$ cat src/rtl/serial_pattern_tx.sv
// Serial pattern transmitter: shifts a held WIDTH-bit pattern out MSB-first `reps` times, then pulses done (SERIAL_TX_PARITY_EN appends an even-parity bit per repetition).
// Latency: first bit on w one edge after start is accepted; repetitions are back-to-back with no gap cycle.
// Backpressure: none; start is only sampled in IDLE, and pattern/reps changes while busy are ignored.
module serial_pattern_tx #(
    parameter int WIDTH = 8,
    parameter int CNT_W = 4
) (
    input  logic             clk,
    input  logic             resetn,
    input  logic             start,
    input  logic [WIDTH-1:0] pattern,
    input  logic [CNT_W-1:0] reps,
    output logic             w,
    output logic             w_valid,
    output logic             busy,
    output logic             done
);

    localparam int BC_W = (WIDTH > 2) ? $clog2(WIDTH) : 1;
    localparam logic [BC_W-1:0] LAST_BIT = BC_W'(WIDTH - 1);

`ifdef SERIAL_TX_PARITY_EN
    typedef enum logic [1:0] {IDLE, SHIFT, PARITY, DONE} state_t;
`else
    typedef enum logic [1:0] {IDLE, SHIFT, DONE} state_t;
`endif

    state_t           state;
    logic [WIDTH-1:0] hold;
    logic [WIDTH-1:0] sreg;
    logic [BC_W-1:0]  bitcnt;
    logic [CNT_W-1:0] repcnt;
    logic             more_reps;

    // repcnt holds the repetitions still owed including the current one
    assign more_reps = (repcnt > CNT_W'(1));

    always_ff @(posedge clk or negedge resetn) begin
        if (!resetn) begin
            state   <= IDLE;
            hold    <= '0;
            sreg    <= '0;
            bitcnt  <= '0;
            repcnt  <= '0;
            w       <= 1'b0;
            w_valid <= 1'b0;
            busy    <= 1'b0;
            done    <= 1'b0;
        end else begin
            case (state)
                IDLE: begin
                    w       <= 1'b0;
                    w_valid <= 1'b0;
                    busy    <= 1'b0;
                    done    <= 1'b0;
                    if (start) begin
                        hold   <= pattern;
                        sreg   <= pattern;
                        repcnt <= reps;
                        bitcnt <= LAST_BIT;
                        busy   <= 1'b1;
                        if (reps != '0) begin
                            state   <= SHIFT;
                            w       <= pattern[WIDTH-1];
                            w_valid <= 1'b1;
                        end else begin
                            state <= DONE;
                            done  <= 1'b1;
                        end
                    end
                end
                SHIFT: begin
                    if (bitcnt != '0) begin
                        sreg   <= sreg << 1;
                        w      <= sreg[WIDTH-2];
                        bitcnt <= bitcnt - BC_W'(1);
                    end else begin
`ifdef SERIAL_TX_PARITY_EN
                        state <= PARITY;
                        w     <= ^hold;
`else
                        if (more_reps) begin
                            repcnt <= repcnt - CNT_W'(1);
                            sreg   <= hold;
                            bitcnt <= LAST_BIT;
                            w      <= hold[WIDTH-1];
                        end else begin
                            state   <= DONE;
                            w       <= 1'b0;
                            w_valid <= 1'b0;
                            done    <= 1'b1;
                        end
`endif
                    end
                end
`ifdef SERIAL_TX_PARITY_EN
                PARITY: begin
                    if (more_reps) begin
                        state  <= SHIFT;
                        repcnt <= repcnt - CNT_W'(1);
                        sreg   <= hold;
                        bitcnt <= LAST_BIT;
                        w      <= hold[WIDTH-1];
                    end else begin
                        state   <= DONE;
                        w       <= 1'b0;
                        w_valid <= 1'b0;
                        done    <= 1'b1;
                    end
                end
`endif
                DONE: begin
                    state <= IDLE;
                    done  <= 1'b0;
                    busy  <= 1'b0;
                end
                default: begin
                    state   <= IDLE;
                    w       <= 1'b0;
                    w_valid <= 1'b0;
                    busy    <= 1'b0;
                    done    <= 1'b0;
                end
            endcase
        end
    end

endmodule

$ cat config.mk
export PLATFORM = sky130hd
export DESIGN_NAME = serial_pattern_tx
export DESIGN_NICKNAME = d
export VERILOG_FILES = /design/src/rtl/serial_pattern_tx.sv
export SDC_FILE = /design/constraint.sdc
export NUM_CORES = 1
export LEC_CHECK = 0
export ABC_AREA = 1
export CELL_PAD_IN_SITES_DETAIL_PLACEMENT = 0
export CELL_PAD_IN_SITES_GLOBAL_PLACEMENT = 1
export CORE_ASPECT_RATIO = 0.9
export CORE_MARGIN = 1.5
export CORE_UTILIZATION = 40
export CTS_CLUSTER_DIAMETER = 60
export CTS_CLUSTER_SIZE = 25
export DETAILED_ROUTE_END_ITERATION = 8
export PLACE_DENSITY_LB_ADDON = 0.1
export SETUP_SLACK_MARGIN = 0.4
export SLEW_MARGIN = 20
export SYNTH_ARGS = -nofsm -noshare
export SYNTH_HDL_FRONTEND = slang
export SYNTH_SLANG_ARGS = --single-unit
$ cat constraint.sdc
create_clock -name clk -period 2.1 [get_ports clk]
set_clock_uncertainty 0.1 [all_clocks]
set_input_delay 0.42 -clock clk [delete_from_list [all_inputs] [get_ports clk]]
set_output_delay 0.42 -clock clk [all_outputs]
set_load 0.05 [all_outputs]
==> impl_metrics.json, run 1 <==
{
  "crit_buf_inv": 1,
  "mostFrequentLayoutCells": "nand2_1, nand3_1, dfrtp_1",
  "drv_cap": 0,
  "global_route_wire_length_before_repair_um": 5580,
  "min_path_cells": 2,
  "synth.yosys.seq_area_share_pct": 46.1,
  "pwr-share-seq_pct": 28.7,
  "worstSetupPathType": "register to primary output",
  "tightest_slew_ns": 0.479,
  "viasPerCell": 4.84,
  "critPathRequiredTime_ns": 1.58,
  "place.gp.congestion": 0.782,
  "y_dimension_of_the_die_um": 61.5,
  "period_needed_ns": 1.65,
  "final.fill_count": 398,
  "detailedRoute.firstPassIterationCount": 4,
  "antenna_violation_net_count_after_detailed_routing": 0,
  "die_w_um": 68.0,
  "detail_route.drc_violations": 0,
  "grtUsageMet3_pct": 4.57,
  "ctsLongestPathBuffers": 2,
  "io_buffer_count": 18,
  "p_int_w": 0.00172,
  "cell_count_of_the_worst_reg_to_reg_path": 9,
  "power.share.combinational_pct": 61.2,
  "syn-num-nets": 218,
  "critPathMaxFanout": 2,
  "syn_to_final_growth_pct": 22.1,
  "yosys_warnings": 0,
  "worst_setup_path_startpoint": "done$_DFFE_PN0P_",
  "maxSlewViolCount": 0,
  "max_stage_delay_ns": 0.49,
  "hp-start": "hold[7]$_DFFE_PN0P_",
  "crit_path_start_kind": "register",
  "globalRouteTotalUtil_pct": 17.9,
  "grt_pass1_vias": 1255,
  "busiest_layer": "met2",
  "hpwlAfterDp_um": 2320,
  "clock_insertion_delay_worst_skew_ns": 0.28,
  "clock-root-buffer": "clkbuf_8",
  "fin_area_mm2": 0.00185,
  "cts.htree.levels": 1,
  "final_layout_size_suffix_gt1_share_pct": 16.4,
  "worst-endpoint-arrival_ns": 1.13,
  "path_delay_family": "buffers and inverters",
  "clk_pin_slew_worst_paths_ns": 0.10,
  "overflow": 0,
  "num_vias": 1312,
  "dieArea_mm2": 0.00418,
  "wl_um": 3340,
  "gr-usage-met1_pct": 23.9,
  "crit_chain": "clkdlybuf4s15_1",
  "power.density_cell_area_mw_per_mm2": 1790,
  "gate_count_of_the_mapped_netlist": 199,
  "ios": 19,
  "share_of_total_power_consumed_by_net_switching_pct": 48.2,
  "cts_buffers": 3,
  "final-hold-violation-count": 0,
  "max_freq_ghz": 0.605,
  "worst_hold_path_type": "register to register",
  "grt_max_degree": 29,
  "row_count": 21,
  "mappedNetlistArea_mm2": 0.00152,
  "whs_endpoint": "hold[7]$_DFFE_PN0P_",
  "yosys_register_bits": 28,
  "grt_use_met2_pct": 29.7,
  "switching_power_of_the_nets_w": 0.00160,
  "ff2ff_setup_slack_ns": 0.53,
  "critPathCaptureType": "primary output",
  "netlist-cell-type-count": 19,
  "tritoncts": "yes",
  "synth_area_per_cell_um2": 7.63,
  "max-vdd-ir-drop_mv": 0.639,
  "antenna_cells_inserted": 0,
  "placedInstanceArea_mm2": 0.00174,
  "worst_path_max_delay_cell": "clkdlybuf4s15_1",
  "number_of_setup_violations_in_the_final_report": 0,
  "mostFrequentLayoutCell": "nand2_1",
  "initialDrtViolationCount": 91,
  "finalNetCount": 245,
  "floorplan.core_area_mm2": 0.00368,
  "timing.setup.tns_ns": 0,
  "effective_utilization_at_floorplan_pct": 41.3,
  "regToRegEndpoint": "sreg[3]$_DFFE_PN0P_",
  "grt_antenna_before_repair": 0,
  "power_frac_clock_pct": 10.2,
  "layout_worst_path_cycle_share_pct": 78.7,
  "wl_per_cell_um": 12.3,
  "tritoncts_num_sinks": 28,
  "cellLeakagePower_nw": 0.961,
  "rsz0062_at_grt": "true",
  "r2r_start": "repcnt[0]$_DFFE_PN0P_",
  "maxSlewHeadroom_pct": 68.2,
  "status": "complete, no violations"
}
[power groups by stage]
stage	logic, W	registers [W]	clock network [W]
6_report	0.00203	0.000952	0.000338
5_1_grt	0.00229	0.000983	0.000370
4_1_cts	0.00185	0.000943	0.000351
3_5_place_dp	0.00183	0.000953	0
3_3_place_gp	0.00180	0.000950	0
2_1_floorplan	0.00133	0.00104	0
[state kept, by name, summed over array words and instances, names as in the netlist]
register / cells
hold: 8
sreg: 7
repcnt: 4
bitcnt: 3
state: 2
busy: 1
done: 1
w: 1
w_valid: 1
[cells in the mapped netlist, drive strengths merged]
master / instances / area share (%)
buf: 6 / 3.0
dfrtp: 28 / 46
or2: 1 / 0.41
o21ai: 12 / 4.4
nand2: 91 / 23
nand3: 30 / 9.9
ha: 4 / 3.3
nor2: 10 / 5.2
inv: 17 / 4.2
[stage by stage]
stage | utilization, % | hold WS [ns] | power [W] | instances | setup WS [ns]
floorplan | - | 0.0244 | 0.00237 | 199 | 0.549
global placement | 47.3 | 0.356 | 0.00275 | 261 | 0.322
detailed placement | 47.3 | 0.361 | 0.00279 | 261 | 0.307
CTS | 48.9 | 0.386 | 0.00314 | 265 | 0.405
global route | 50.4 | 0.424 | 0.00365 | 271 | 0.394
finish | 50.4 | 0.380 | 0.00332 | 271 | 0.447
[worst max-delay path by stage]
| stage | end | slack [ns] | cells past startpoint |
|---|---|---|---|
| after floorplan | bitcnt[1]$_DFFE_PN0P_ | 0.55 | 10 |
| after global placement | repcnt[2]$_DFFE_PN0P_ | 0.32 | 6 |
| after detailed placement | repcnt[3]$_DFFE_PN0P_ | 0.31 | 7 |
| after CTS | w_valid | 0.40 | 1 |
| after global routing | sreg[3]$_DFFE_PN0P_ | 0.39 | 9 |
| final | done | 0.45 | 1 |
[cells by family after synthesis]
logic type	after synthesis	synth area share, %
adder cells (fa/ha/maj)	4	3.30
flip-flops	28	46.1
AO/OA/AOI/OAI	12	4.45
AND/OR/NAND/NOR	132	39.0
buffers and inverters	23	7.17
[final cells by class]
type,count,area [µm²],area share [%]
clock buffer,4,55.1,2.97
tap,46,57.6,3.10
inverter,17,63.8,3.44
sequential,28,701,37.8
timing repair buffer,28,245,13.2
multi-input combinational,148,732,39.5
[layer usage]
metal  share of wire (%)  up-vias
li1                    -      673
met1                  49      614
met2                  46       21
met3                 3.9        4
met4                 1.2        0
met5                   0        -
[repair_timing]
item,4_1_cts,5_1_grt
setup endpoints to repair,14,21
setup buffers,0,6
gates resized for setup,6,13
hold buffers,0,0
pin swaps,0,2
No activity file was read; power rests on OpenSTA's default activity.
==> run 2: changes to the inputs <==
CORE_UTILIZATION = 36   (was 40)
clock period = 1.4 ns   (was 2.1 ns; I/O delays follow)
==> run 2 against run 1 <==
Against the previous run: via count rose by 10%; final area rose by 30%; largest cell class unchanged; non-clock buffer count rose by 28; critical path depth rose by 8; sequential power rose by 55%; the flow now finishes with violations (setup timing).
==> impl_metrics.json, run 2 (synthesis gave the netlist of run 1 again) <==
{
  "status": "finished, violations left",
  "failing_checks": "setup timing",
  "dieArea_mm2": 0.00462,
  "finish.utilization_pct": 59.1,
  "row_count": 22,
  "detail_route.drc_violations": 0,
  "max-vdd-ir-drop_mv": 1.04,
  "tightest_slew_ns": 0.207,
  "layout_worst_path_cycle_share_pct": 104,
  "final_layout_size_suffix_gt1_share_pct": 42.1,
  "place.gp.congestion": 0.767,
  "antenna_cells_inserted": 0,
  "maxSlewViolCount": 0,
  "crit_path_start_kind": "register",
  "viasPerCell": 4.79,
  "finalNetCount": 274,
  "placedInstanceArea_mm2": 0.00199,
  "cts_buffers": 3,
  "cellLeakagePower_nw": 1.15,
  "num_vias": 1446,
  "ctsLongestPathBuffers": 2,
  "hpwlAfterDp_um": 2630,
  "clk_pin_slew_worst_paths_ns": 0.10,
  "final.setup.worst_slack_ns": -0.0490,
  "worst_hold_path_type": "input port to async pin",
  "critPathCaptureType": "register",
  "mostFrequentLayoutCell": "nand2_1",
  "grt_max_degree": 29,
  "y_dimension_of_the_die_um": 64.6,
  "maxSlewHeadroom_pct": 86.2,
  "rsz0062_at_grt": "true",
  "reg_top3": "hold: 8 flops, sreg: 7 flops, repcnt: 4 flops",
  "drv_cap": 0,
  "number_of_setup_violations_in_the_final_report": 13,
  "grt_antenna_before_repair": 0,
  "critPathRequiredTime_ns": 1.52,
  "wl_um": 3800,
  "final.fill_count": 373,
  "top_register": "hold",
  "global_route_wire_length_before_repair_um": 6640,
  "floorplan.core_area_mm2": 0.00407,
  "overflow": 0,
  "cts_hold_buffers": 0,
  "critPathMaxFanout": 6,
  "pre_cts_slack_ns": -0.279,
  "grt_pass1_vias": 1509,
  "ios": 19,
  "period_needed_ns": 1.45,
  "max_freq_ghz": 0.690,
  "power.density_cell_area_mw_per_mm2": 2800,
  "hold_slack_ns": 0.251,
  "mostFrequentLayoutCells": "nand2_1, buf_4, dfrtp_1",
  "clock-root-buffer": "clkbuf_8",
  "final-hold-violation-count": 0,
  "p_total_w": 0.00673,
  "antenna_violation_net_count_after_detailed_routing": 0,
  "worst-endpoint-arrival_ns": 1.57,
  "io_buffer_count": 18,
  "detailedRoute.firstPassIterationCount": 5,
  "tritoncts": "yes",
  "tritoncts_num_sinks": 28,
  "clock_insertion_delay_worst_skew_ns": 0.28,
  "effective_utilization_at_floorplan_pct": 37.3,
  "fin_area_mm2": 0.00241,
  "initialDrtViolationCount": 48,
  "wl_per_cell_um": 12.6,
  "cts.htree.levels": 1,
  "die_w_um": 71.5,
  "largest_reg_flops": 8,
  "worstSetupPathType": "register to register",
  "syn_to_final_growth_pct": 58.6,
  "globalRouteTotalUtil_pct": 18.2
}
## run 2: changes by cell type in the layout (fill, tap and decap cells not counted), sizes merged
| cell | previous run | this run |
|---|---|---|
| buf | 10 | 42 |
| clkbuf | 6 | 4 |
| clkdlybuf4s15 | 2 | 0 |
| inv | 17 | 18 |
## run 2: final timing paths
path | from | to | slack, ns | depth (start not counted)
worst min register to register | hold[0]$_DFFE_PN0P_ | hold[0]$_DFFE_PN0P_ | 0.39 | 2
worst min-delay path | resetn | repcnt[2]$_DFFE_PN0P_ | 0.25 | 2
min in group clk | hold[0]$_DFFE_PN0P_ | hold[0]$_DFFE_PN0P_ | 0.39 | 2
max in group asynchronous | resetn | state[1]$_DFFE_PN0P_ | 0.77 | 2
worst max-delay path | bitcnt[1]$_DFFE_PN0P_ | sreg[0]$_DFFE_PN0P_ | -0.05 | 9
worst max register to register | bitcnt[1]$_DFFE_PN0P_ | sreg[0]$_DFFE_PN0P_ | -0.05 | 9
## run 2: metal layers
metal	GRT usage, %	vias up	share of wire [%]
met5	0	-	0
li1	-	737	-
met4	4.72	0	1.3
met3	3.73	8	3.6
met1	21.2	673	44
met2	34.1	28	51
## run 2: report_power, final
group / switching, W / total [W] / internal (W)
Sequential: 0.000286 / 0.00148 / 0.00120
Clock: 0.000261 / 0.000513 / 0.000252
Combinational: 0.00253 / 0.00474 / 0.00221
Total: 0.00308 / 0.00673 / 0.00366
## run 2: critical path, stage by stage (launching register included)
cell and delay (ns):
dfrtp_1 0.38, inv_2 0.08, ha_4 0.16, inv_4 0.04
nor2_4 0.12, nor2_4 0.07, nor2_8 0.16, buf_6 0.15
nand3_2 0.08, nand2_2 0.06
## run 2: metrics by stage
step	setup TNS, ns	instances
global route	-1.55	302
global placement	-4.81	281
finish	-0.371	302
CTS	-0.158	295
detailed placement	-5.29	281
floorplan	-0.514	199
## run 2: area by class of cell
| cell class | instances | area (µm²) | area share [%] |
|---|---|---|---|
| Multi-Input combinational cell | 148 | 921 | 38.2 |
| Timing Repair Buffer | 56 | 584 | 24.3 |
| Clock buffer | 4 | 55.1 | 2.29 |
| Timing Repair inverter | 1 | 11.3 | 0.468 |
| Tap cell | 48 | 60.1 | 2.49 |
| Sequential cell | 28 | 703 | 29.2 |
| Inverter | 17 | 73.8 | 3.06 |
## run 2: repair_timing
item / CTS / global route
pin swaps: 26 / 21
resized for setup: 52 / 10
setup endpoints to repair: 32 / 32
gates cloned: 1 / 0
buffers inserted: 9 / 7
